===== config.mk =====
export PLATFORM = sky130hd
export DESIGN_NAME = cnu_min_accumulator
export DESIGN_NICKNAME = d
export VERILOG_FILES = /design/src/rtl/cnu_min_accumulator.sv
export SDC_FILE = /design/constraint.sdc
export NUM_CORES = 1
export LEC_CHECK = 0
export CAP_MARGIN = 15
export CORE_MARGIN = 8
export CORE_UTILIZATION = 55
export CTS_BUF_LIST = sky130_fd_sc_hd__clkbuf_4
export CTS_CLUSTER_DIAMETER = 200
export CTS_CLUSTER_SIZE = 12
export DETAILED_ROUTE_END_ITERATION = 16
export DONT_BUFFER_PORTS = 1
export PLACE_DENSITY = 0.77
export SLEW_MARGIN = 20
export SYNTH_ARGS = -nofsm -noshare
export SYNTH_HDL_FRONTEND = slang
export SYNTH_SLANG_ARGS = --single-unit

===== constraint.sdc =====
create_clock -name clk -period 3.7 [get_ports clk]
set_clock_uncertainty 0.05 [all_clocks]
set_input_delay 0.555 -clock clk [delete_from_list [all_inputs] [get_ports clk]]
set_output_delay 0.555 -clock clk [all_outputs]
set_load 0.01 [all_outputs]

===== src/rtl/cnu_min_accumulator.sv =====
// ----------------------------------------------------------------------------
// cnu_min_accumulator
//
// Serial check-node min tracker for a layered min-sum LDPC decoder. One
// sign-magnitude V2C message arrives per beat for a single parity row. The
// block tracks the smallest magnitude (min1), the second smallest (min2), the
// beat position of min1 and the XOR of all sign bits. When the row's last beat
// is accepted the result is registered and held until downstream accepts it.
//
// Optional feature macro: OFFSET_MS_EN
//   defined   -> offset min-sum: out_min1/out_min2 = max(min - OFFSET, 0)
//   undefined -> plain min-sum: raw minima are presented
//
// Ports
//   clk        in   1      rising-edge clock
//   rst_n      in   1      asynchronous active-low reset
//   in_valid   in   1      in_msg/in_last valid
//   in_ready   out  1      accumulator can take a beat (high in ACC)
//   in_msg     in   NOB+1  V2C message: [NOB]=sign, [NOB-1:0]=magnitude
//   in_last    in   1      final message of the row
//   out_valid  out  1      row result valid (high in HOLD)
//   out_ready  in   1      downstream accepts result
//   out_min1   out  NOB    smallest magnitude in row
//   out_min2   out  NOB    second smallest magnitude
//   out_idx    out  IDX_W  0-based beat position of min1
//   out_sign   out  1      XOR of all sign bits of the row
//   out_deg    out  IDX_W  beats received for the row minus 1
//   deg_err    out  1      sticky: a row exceeded DEG_MAX beats
// ----------------------------------------------------------------------------
module cnu_min_accumulator #(
    parameter int NOB     = 4,
    parameter int DEG_MAX = 19,
    parameter int IDX_W   = 5,
    parameter int OFFSET  = 1
) (
    input  logic             clk,
    input  logic             rst_n,
    input  logic             in_valid,
    output logic             in_ready,
    input  logic [NOB:0]     in_msg,
    input  logic             in_last,
    output logic             out_valid,
    input  logic             out_ready,
    output logic [NOB-1:0]   out_min1,
    output logic [NOB-1:0]   out_min2,
    output logic [IDX_W-1:0] out_idx,
    output logic             out_sign,
    output logic [IDX_W-1:0] out_deg,
    output logic             deg_err
);

    typedef enum logic [0:0] {
        ACC  = 1'b0,
        HOLD = 1'b1
    } state_t;

    localparam logic [NOB-1:0]   MAG_ONES = {NOB{1'b1}};
    localparam logic [NOB-1:0]   OFF_MAG  = NOB'(OFFSET);
    localparam logic [IDX_W-1:0] CNT_SAT  = IDX_W'(DEG_MAX - 1);

    // Output-side magnitude shaping, applied while registering the result.
    function automatic logic [NOB-1:0] shape_mag(input logic [NOB-1:0] m);
`ifdef OFFSET_MS_EN
        if (m > OFF_MAG) begin
            shape_mag = m - OFF_MAG;
        end else begin
            shape_mag = {NOB{1'b0}};
        end
`else
        shape_mag = m;
`endif
    endfunction

`ifndef OFFSET_MS_EN
    // The offset value only matters for offset min-sum builds.
    logic [NOB-1:0] unused_offset_s;
    assign unused_offset_s = OFF_MAG;
`endif

    state_t             state_r;
    state_t             state_s;

    logic [NOB-1:0]     min1_r;
    logic [NOB-1:0]     min2_r;
    logic [IDX_W-1:0]   idx_r;
    logic               sign_r;
    logic [IDX_W-1:0]   cnt_r;

    logic [NOB-1:0]     min1_s;
    logic [NOB-1:0]     min2_s;
    logic [IDX_W-1:0]   idx_s;
    logic               sign_s;
    logic [IDX_W-1:0]   cnt_s;

    logic               beat_s;
    logic [NOB-1:0]     mag_s;

    assign in_ready  = (state_r == ACC);
    assign out_valid = (state_r == HOLD);
    assign beat_s    = in_valid & in_ready;
    assign mag_s     = in_msg[NOB-1:0];

    // Working values after folding in the current beat's message.
    always_comb begin
        min1_s = min1_r;
        min2_s = min2_r;
        idx_s  = idx_r;
        if (mag_s < min1_r) begin
            // New strict minimum; the old min1 becomes the runner-up.
            min2_s = min1_r;
            min1_s = mag_s;
            idx_s  = cnt_r;
        end else if (mag_s < min2_r) begin
            // Includes a tie with min1: the earlier beat keeps min1/idx.
            min2_s = mag_s;
        end else begin
            min2_s = min2_r;
        end
        sign_s = sign_r ^ in_msg[NOB];
        // Saturate so idx/out_deg never wrap on over-long rows.
        if (cnt_r == CNT_SAT) begin
            cnt_s = cnt_r;
        end else begin
            cnt_s = cnt_r + {{(IDX_W-1){1'b0}}, 1'b1};
        end
    end

    // Next-state logic for the accumulate/hold handshake.
    always_comb begin
        state_s = state_r;
        case (state_r)
            ACC: begin
                if (beat_s && in_last) begin
                    state_s = HOLD;
                end else begin
                    state_s = ACC;
                end
            end
            HOLD: begin
                if (out_ready) begin
                    state_s = ACC;
                end else begin
                    state_s = HOLD;
                end
            end
            default: state_s = ACC;
        endcase
    end

    // State register.
    always_ff @(posedge clk or negedge rst_n) begin
        if (!rst_n) begin
            state_r <= ACC;
        end else begin
            state_r <= state_s;
        end
    end

    // Working accumulators: load per beat, re-initialise at the end of a row.
    always_ff @(posedge clk or negedge rst_n) begin
        if (!rst_n) begin
            min1_r <= MAG_ONES;
            min2_r <= MAG_ONES;
            idx_r  <= {IDX_W{1'b0}};
            sign_r <= 1'b0;
            cnt_r  <= {IDX_W{1'b0}};
        end else if (beat_s) begin
            if (in_last) begin
                min1_r <= MAG_ONES;
                min2_r <= MAG_ONES;
                idx_r  <= {IDX_W{1'b0}};
                sign_r <= 1'b0;
                cnt_r  <= {IDX_W{1'b0}};
            end else begin
                min1_r <= min1_s;
                min2_r <= min2_s;
                idx_r  <= idx_s;
                sign_r <= sign_s;
                cnt_r  <= cnt_s;
            end
        end
    end

    // Result registers: captured from the updated values on the last beat.
    always_ff @(posedge clk or negedge rst_n) begin
        if (!rst_n) begin
            out_min1 <= {NOB{1'b0}};
            out_min2 <= {NOB{1'b0}};
            out_idx  <= {IDX_W{1'b0}};
            out_sign <= 1'b0;
            out_deg  <= {IDX_W{1'b0}};
        end else if (beat_s && in_last) begin
            out_min1 <= shape_mag(min1_s);
            out_min2 <= shape_mag(min2_s);
            out_idx  <= idx_s;
            out_sign <= sign_s;
            out_deg  <= cnt_r;
        end
    end

    // Sticky over-length flag: a non-final beat at the saturated count means
    // the row is longer than DEG_MAX.
    always_ff @(posedge clk or negedge rst_n) begin
        if (!rst_n) begin
            deg_err <= 1'b0;
        end else if (beat_s && !in_last && (cnt_r == CNT_SAT)) begin
            deg_err <= 1'b1;
        end
    end

endmodule


==> impl_metrics.csv, run 1 <==
group,metric,value,unit
clock_network,post_cts_buffers,0,
critical_path,slowest_delay,0.69,ns
timing,finalHoldViolations,0,
power,p_leak,0.0009806,µW
layout,regArea,1011,µm²
critical_path,path_class,"flip-flop to flip-flop",
timing,drv_slew,0,
critical_path,reg2reg_depth,6,
critical_path,required,3.93,ns
hold_path,timing.hold.worst_path_depth,1,
global_route,grt_usage,15.63,%
clock_network,cts_resized,0,
critical_path,rr_endpoint,"out_min2[0]",
synthesis,synth_top_flop_cell,"dfrtp_1",
placement,gp_routability_congestion,0.8270,
timing,max_slew_margin,44.17,%
floorplanning,dieArea,5927,µm²
synthesis,async_reset_ff_share,100.0,%
layout,mostFrequentLayoutCell,"nand2_1",
clock_network,cts_tree,"yes",
clock_network,hold_buffers,2,
layout,final_util,60.10,%
synthesis,ys_seq_area_share,49.42,%
power,p_per_area,644.0,nW/µm²
floorplanning,die_w,76.99,µm
global_route,grt_remaining_overflow,0,
floorplanning,num_io_pins,32,
placement,dp_hpwl,3169,µm
critical_path,slowest_stage,"o21ai_2",
timing,tightest_slew,0.8373,ns
global_route,grt_first_pass_wirelength,7569,µm
floorplanning,rows,22,
detailed_routing,drc_errors,0,
layout,fillCellCount,314,
timing,rsz0062_at_grt,"no",
detailed_routing,via_count,1618,
power,ir_drop,0.3222,mV
hold_path,hold_class,"input port to flip-flop",
global_route,grt_pass1_vias,1521,
critical_path,crit_path_end_kind,"flip-flop",
floorplanning,core,3606,µm²
clock_network,clock_latency,0.35,ns
synthesis,synth_edf_count,0,
timing,timing.hold.ws,0.2185,ns
clock_network,cts_num_sinks,40,
layout,antennaDiodeCount,0,
hold_path,hold_end,"cnt_r[3]",
synthesis,synth_area_per_cell,9.341,µm²
global_route,antenna_found_initial,0,
detailed_routing,antenna_left,0,
detailed_routing,dr.pass1.iters,4,
synthesis,synth_area,2046,µm²
critical_path,path_cells,"inv_1 > ha_1 > o211ai_1 > o21ai_2 > o2111ai_1 > a31oi_1",
clock_network,htree_levels,2,
job,drv_cap,0,
global_route,grt_max_degree,41,
floorplanning,start_util,56.73,%
timing,min_period,2.371,ns
layout,drive_above_1_share,11.42,%
synthesis,ys_ff_latch,40,
layout,multi_input_area,914.6,µm²
outcome,status,"completed",
critical_path,reg2reg_from,"min1_r[3]",
timing,setup_violations,0,
critical_path,cp-start-kind,"flip-flop",
synthesis,ys_warn_count,0,
critical_path,reg2reg_slack,1.33,ns
clock_network,cts_root_buf,"clkbuf_4",
critical_path,arrival,2.60,ns
timing,finalSetupTns,0,ns
detailed_routing,avgRoutedWirePerCell,16.61,µm
critical_path,path_delay_family,"compound AO/OA/AOI/OAI gates",
detailed_routing,drt-total-wl,4436,µm
layout,layout_common_cells,"35 x nand2_1, 32 x dfrtp_1, 16 x inv_1",
layout,area_growth,5.933,%
timing,fin_crit_sh,64.08,%
critical_path,crit_fanout,22,
placement,portBuffers,0,
hold_path,hold_path_startpoint,"in_last",
detailed_routing,viasPerCell,6.060,
synthesis,yosysUniqueCellTypes,40,
synthesis,synth_fp_nets,237,
layout,layout.nets,236,
timing,fmax,421.8,MHz
synthesis,synthCells,219,
clock_network,cts_buffers,5,
floorplanning,die_h,76.99,µm
clock_network,clk_pin_slew,0.12,ns
detailed_routing,drt_iter0_markers,151,
clock_network,cts.path.max_buffers,2,
critical_path,path_buf_inv,1,
routing by layer:
metal | up-vias | part of all wire, % | global-route usage (%)
met5 | - | 0 | 0
met4 | 0 | 1.2 | 6.981
met3 | 5 | 9.6 | 5.828
met2 | 55 | 44 | 22.85
met1 | 769 | 45 | 20.06
li1 | 789 | - | -
state kept, by name, summed over array words and instances, names as in the netlist:
signal,flops
cnt_r,5
idx_r,5
out_deg,5
out_idx,5
min1_r,4
min2_r,4
out_min1,4
out_min2,4
deg_err,1
out_sign,1
out_valid,1
sign_r,1
metrics by stage:
step                      power, µW  area [µm²]  instances  setup WS, ns
final                          1396        2167        267         1.329
after global placement         1089        2057        257         1.416
after floorplan                1016        2046        219         1.885
after detailed placement       1105        2057        257         1.364
after global routing           1499        2167        267         1.152
after CTS                      1410        2167        267         1.343
cells in the mapped netlist, types with 3 or more instances:
library cell	n	area share, %
nand2_1	35	6.4
dfrtp_1	32	39
inv_1	16	2.9
o21ai_1	15	3.7
nor2_1	13	2.4
a31oi_1	12	3.7
a21oi_1	11	2.7
dfstp_2	8	10
ha_1	8	4.9
nand3_1	7	1.7
buf_2	6	1.5
o311ai_1	5	2.1
nor3_1	4	0.98
o22ai_1	4	1.2
clkbuf_1	3	0.55
o21ai_0	3	0.73
o32a_1	3	1.5
cell type report:
type	count	share of cell area, %
Clock inverter	2	1.617
Tap cell	48	2.771
Clock buffer	6	2.079
Timing Repair Buffer	3	1.732
Sequential cell	40	46.65
Multi-Input combinational cell	151	42.21
Inverter	17	2.945
logic make-up after synthesis:
logic type      count (synthesis)  synth area share, %
compound gates                 71                22.87
xor+xnor                        1               0.4282
fa+ha+maj                       8                4.893
buf+inv                        28                5.871
flops                          40                49.42
mux                             2               0.9786
simple gates                   69                15.54
worst max-delay path by stage:
stage               startpoint  slack (ns)  depth (start not counted)          end
global route         min1_r[3]        1.15                          6  out_min2[0]
floorplan            in_msg[3]        1.88                          5    min1_r[0]
detailed placement   min1_r[3]        1.36                          6  out_min2[0]
global placement     min1_r[3]        1.42                          6    min1_r[0]
finish               min1_r[3]        1.33                          6  out_min2[0]
CTS                  min1_r[3]        1.34                          6  out_min2[0]
power breakdown:
group / leakage (µW) / total, µW / internal [µW] / switching [µW]
sequential: 0.000475 / 740 / 583 / 157
combinational: 0.000460 / 363 / 149 / 214
clock: 0.0000456 / 293 / 149 / 144
No activity file was read; power rests on OpenSTA's default activity.
==> inputs of run 2 (changes only) <==
- clock period: 3.7 -> 2.3 ns (I/O delays scaled with it)
==> impl_metrics.csv, run 2 (synthesis gave the netlist of run 1 again) <==
group,metric,value,unit
floorplanning,num_io_pins,32,
clock_network,cts.path.max_buffers,2,
detailed_routing,drt-total-wl,4515,µm
power,p_sw,832.4,µW
detailed_routing,drt_iter0_markers,111,
critical_path,path_cells,"inv_1 > ha_1 > a21oi_2 > o21a_1 > nand2_2 > o32a_1",
floorplanning,rows,22,
clock_network,clk_pin_slew,0.12,ns
placement,dp_cells,262,
global_route,antenna_found_initial,0,
power,p_total,2272,µW
critical_path,reg2reg_from,"min1_r[3]",
critical_path,slowest_delay,0.55,ns
placement,gp_routability_congestion,0.8209,
timing,rsz0062_at_grt,"no",
layout,fillCellCount,329,
timing,tightest_slew,0.6168,ns
layout,layout.nets,242,
clock_network,cts_num_sinks,40,
power,combPwrFrac,27.3,%
outcome,status,"completed",
detailed_routing,avgRoutedWirePerCell,16.54,µm
hold_path,hold_class,"input port to flip-flop",
power,internal_power,1439,µW
critical_path,reg2reg_slack,0.21,ns
layout,drive_above_1_share,13.33,%
placement,portBuffers,0,
hold_path,timing.hold.worst_path_depth,1,
power,p_leak,0.001009,µW
placement,dp_hpwl,3201,µm
critical_path,rr_endpoint,"min1_r[0]",
detailed_routing,viasPerCell,5.996,
clock_network,cts_buffers,5,
clock_network,hold_buffers,2,
clock_network,htree_levels,2,
global_route,grt_remaining_overflow,0,
job,drv_cap,0,
clock_network,post_cts_buffers,0,
clock_network,clock_latency,0.35,ns
layout,area_growth,8.257,%
detailed_routing,drc_errors,0,
critical_path,crit_path_end_kind,"flip-flop",
timing,drv_slew,0,
timing,fmax,478.3,MHz
detailed_routing,dr.pass1.iters,4,
critical_path,reg2reg_depth,6,
critical_path,arrival,2.33,ns
power,p_per_area,1026,nW/µm²
clock_network,cts_resized,0,
clock_network,cts_root_buf,"clkbuf_4",
layout,antennaDiodeCount,0,
timing,finalHoldViolations,0,
timing,finalSetupTns,0,ns
layout,mostFrequentLayoutCell,"nand2_1",
critical_path,path_class,"flip-flop to flip-flop",
hold_path,hold_path_startpoint,"in_last",
timing,max_slew_margin,58.88,%
global_route,grt_usage,16.17,%
floorplanning,die_w,76.99,µm
critical_path,slowest_stage,"dfstp_2",
power,pwr-share-seq,52.2,%
power,ir_drop,0.5185,mV
timing,min_period,2.091,ns
critical_path,required,2.54,ns
floorplanning,start_util,56.73,%
timing,fin_crit_sh,90.91,%
clock_network,cts_tree,"yes",
power,clkPwrFrac,20.5,%
critical_path,crit_fanout,8,
global_route,grt_pass1_vias,1626,
layout,layout_common_cells,"35 x nand2_1, 32 x dfrtp_1, 16 x inv_1",
floorplanning,die_h,76.99,µm
global_route,grt_max_degree,41,
detailed_routing,antenna_left,0,
critical_path,cp-start-kind,"flip-flop",
layout,final_cells,273,
timing,setup_violations,0,
global_route,grt_first_pass_wirelength,7879,µm
floorplanning,core,3606,µm²
detailed_routing,via_count,1637,
floorplanning,dieArea,5927,µm²
hold_path,hold_end,"cnt_r[2]",
power,sw_frac_of_total,36.64,%
run 2: stage by stage:
| step | instance area [µm²] | hold slack [ns] | util (%) | worst slack [ns] |
|---|---|---|---|---|
| final | 2215 | 0.03258 | 61.42 | 0.2091 |
| after detailed placement | 2095 | 0.0005797 | 58.08 | 0.2301 |
| after global routing | 2215 | 0.001620 | 61.42 | 0.08833 |
| after floorplan | 2046 | -0.0005911 | - | 0.4920 |
| after CTS | 2205 | 0.005987 | 61.14 | 0.2067 |
| after global placement | 2095 | 0.0009218 | 58.08 | 0.2649 |
run 2: worst max path at each step:
| stage | endpoint | slack, ns | from | cells after the start |
|---|---|---|---|---|
| 4_1_cts | idx_r[0] | 0.21 | min1_r[3] | 6 |
| 6_report | min1_r[0] | 0.21 | min1_r[3] | 6 |
| 3_3_place_gp | min1_r[2] | 0.26 | min1_r[3] | 6 |
| 3_5_place_dp | min1_r[0] | 0.23 | min1_r[3] | 6 |
| 5_1_grt | idx_r[0] | 0.09 | min1_r[3] | 6 |
| 2_1_floorplan | min1_r[0] | 0.49 | min1_r[3] | 6 |
run 2: critical path: cells and delay by family (launching register included):
family / cells / cell delay [ns]
AND/OR/NAND/NOR: 1 / 0.16
buffers and inverters: 1 / 0.06
flip-flops: 1 / 0.55
AO/OA/AOI/OAI: 3 / 0.91
adder cells (fa/ha/maj): 1 / 0.30
run 2: cell type report:
class	count	area, µm²	area share, %
clock buffer	6	45.04	2.034
clock inverter	2	35.03	1.582
inverter	17	63.81	2.881
multi-input combinational	151	914.6	41.30
sequential	40	1011	45.65
tap	48	60.06	2.712
timing repair buffer	9	85.08	3.842
run 2: per-layer routing:
layer  global-route usage [%]  up-vias  part of all wire, %
li1                         -      799                    -
met1                    20.70      783                   47
met2                    23.87       47                   43
met3                    6.643        8                  7.8
met4                    5.849        0                  1.7
met5                        0        -                    0
run 2: power by group through the flow:
| stage | registers (µW) | clock network (µW) | logic, µW |
|---|---|---|---|
| floorplan | 1140 | 0 | 491 |
| global placement | 1200 | 0 | 581 |
| detailed placement | 1210 | 0 | 596 |
| CTS | 1190 | 480 | 617 |
| global route | 1230 | 510 | 706 |
| finish | 1190 | 466 | 620 |
==> inputs of run 3 (changes only) <==
- CORE_MARGIN: 8 -> 2
- MAX_ROUTING_LAYER: default -> met4
==> impl_metrics.csv, run 3 (synthesis gave the netlist of run 1 again) <==
group,metric,value,unit
outcome,status,"completed",
timing,fin_crit_sh,92.12,%
detailed_routing,antenna_left,0,
layout,drive_above_1_share,13.33,%
timing,fmax,472.0,MHz
layout,mostFrequentLayoutCell,"nand2_1",
timing,drv_slew,0,
timing,max_slew_margin,65.71,%
floorplanning,core,3606,µm²
floorplanning,dieArea,4223,µm²
clock_network,cts_buffers,5,
critical_path,arrival,2.37,ns
layout,area_growth,8.257,%
critical_path,crit_path_end_kind,"flip-flop",
floorplanning,die_w,64.99,µm
power,pwr-share-seq,51.9,%
clock_network,cts_tree,"yes",
detailed_routing,drt_iter0_markers,172,
critical_path,reg2reg_from,"min1_r[3]",
global_route,grt_usage,24.23,%
detailed_routing,avgRoutedWirePerCell,16.22,µm
power,p_leak,0.001009,µW
clock_network,cts_num_sinks,40,
global_route,antenna_found_initial,0,
critical_path,cp-startpoint,"min1_r[3]",
clock_network,hold_buffers,3,
floorplanning,rows,22,
clock_network,cts_resized,0,
critical_path,slowest_delay,0.55,ns
power,combPwrFrac,27.2,%
critical_path,cp-start-kind,"flip-flop",
clock_network,cts.path.max_buffers,2,
detailed_routing,via_count,1633,
layout,multi_input_area,914.6,µm²
critical_path,reg2reg_slack,0.18,ns
layout,layout_common_cells,"35 x nand2_1, 32 x dfrtp_1, 16 x inv_1",
layout,design_area,2215,µm²
global_route,grt_remaining_overflow,0,
power,internal_power,1439,µW
power,sw_frac_of_total,37.05,%
layout,antennaDiodeCount,0,
floorplanning,die_h,64.99,µm
layout,layout.nets,242,
placement,portBuffers,0,
global_route,grt_first_pass_wirelength,7590,µm
placement,dp_hpwl,3048,µm
detailed_routing,drt-total-wl,4428,µm
clock_network,post_cts_buffers,0,
placement,gp_routability_congestion,0.8820,
critical_path,path_cells,"inv_1 > ha_1 > a21oi_2 > o21a_1 > nand2_2 > o32a_1",
detailed_routing,dr.pass1.iters,4,
job,drv_cap,0,
critical_path,required,2.55,ns
placement,placed_area,2095,µm²
power,p_per_area,1032,nW/µm²
detailed_routing,viasPerCell,5.982,
floorplanning,start_util,56.73,%
floorplanning,num_io_pins,32,
power,ir_drop,0.5318,mV
global_route,grt_pass1_vias,1524,
global_route,grt_max_degree,41,
timing,min_period,2.119,ns
critical_path,path_class,"flip-flop to flip-flop",
critical_path,crit_fanout,8,
timing,finalSetupTns,0,ns
timing,setup_violations,0,
power,p_sw,847.0,µW
timing,tightest_slew,0.5133,ns
clock_network,cts_root_buf,"clkbuf_4",
timing,finalHoldViolations,0,
clock_network,clk_pin_slew,0.12,ns
layout,final_util,61.42,%
hold_path,hold_class,"input port to flip-flop",
clock_network,htree_levels,2,
timing,rsz0062_at_grt,"no",
hold_path,hold_path_startpoint,"in_last",
layout,fillCellCount,304,
detailed_routing,drc_errors,0,
clock_network,clock_latency,0.36,ns
critical_path,slowest_stage,"dfstp_2",
layout,regArea,1011,µm²
power,clkPwrFrac,20.9,%
-- run 3: cell counts in the layout (fill, tap and decap cells not counted) --
Identical to the previous run, type by type.
-- run 3: power groups by stage --
stage	Combinational (µW)	Clock [µW]	Sequential, µW
floorplan	491	0	1140
global placement	582	0	1190
detailed placement	595	0	1200
CTS	620	489	1190
global route	717	508	1230
finish	622	477	1190
-- run 3: cell type report --
cell class	count	area share (%)
clock buffer	6	2.034
inverter	17	2.881
sequential	40	45.65
tap	48	2.712
clock inverter	2	1.582
multi-input combinational	151	41.30
timing repair buffer	9	3.842
-- run 3: final timing paths --
| path | to | cells past startpoint |
|---|---|---|
| max | min1_r[1] | 6 |
| min in group asynchronous | out_min2[0] | 2 |
| min | sign_r | 1 |
| max reg2reg | min1_r[1] | 6 |
| max in group asynchronous | min2_r[2] | 2 |
| min reg2reg | min1_r[3] | 2 |
-- run 3: metal layers --
metal  track usage [%]  up-vias  share of wire [%]
li1                  -      796                  -
met1             34.09      779                 49
met2             34.79       52                 44
met3             6.597        6                5.9
met4             6.383        0                1.4
met5                 -        -                  0
-- run 3: per-stage QoR --
step | setup slack [ns] | hold WS, ns | power [µW] | instances
after floorplan | 0.4920 | -0.0005911 | 1634 | 219
after global placement | 0.2561 | 0.0007305 | 1769 | 262
after detailed placement | 0.2089 | 0.0005553 | 1795 | 262
after CTS | 0.1925 | 0.001539 | 2296 | 273
after global routing | 0.008260 | 0.007911 | 2451 | 273
final | 0.1813 | 0.02054 | 2286 | 273
-- run 3: critical path, delay by kind of cell, from the launching register on --
family          cells  cell delay, ns
buf+inv             1            0.06
flops               1            0.55
fa+ha+maj           1            0.30
compound gates      3            0.95
simple gates        1            0.16
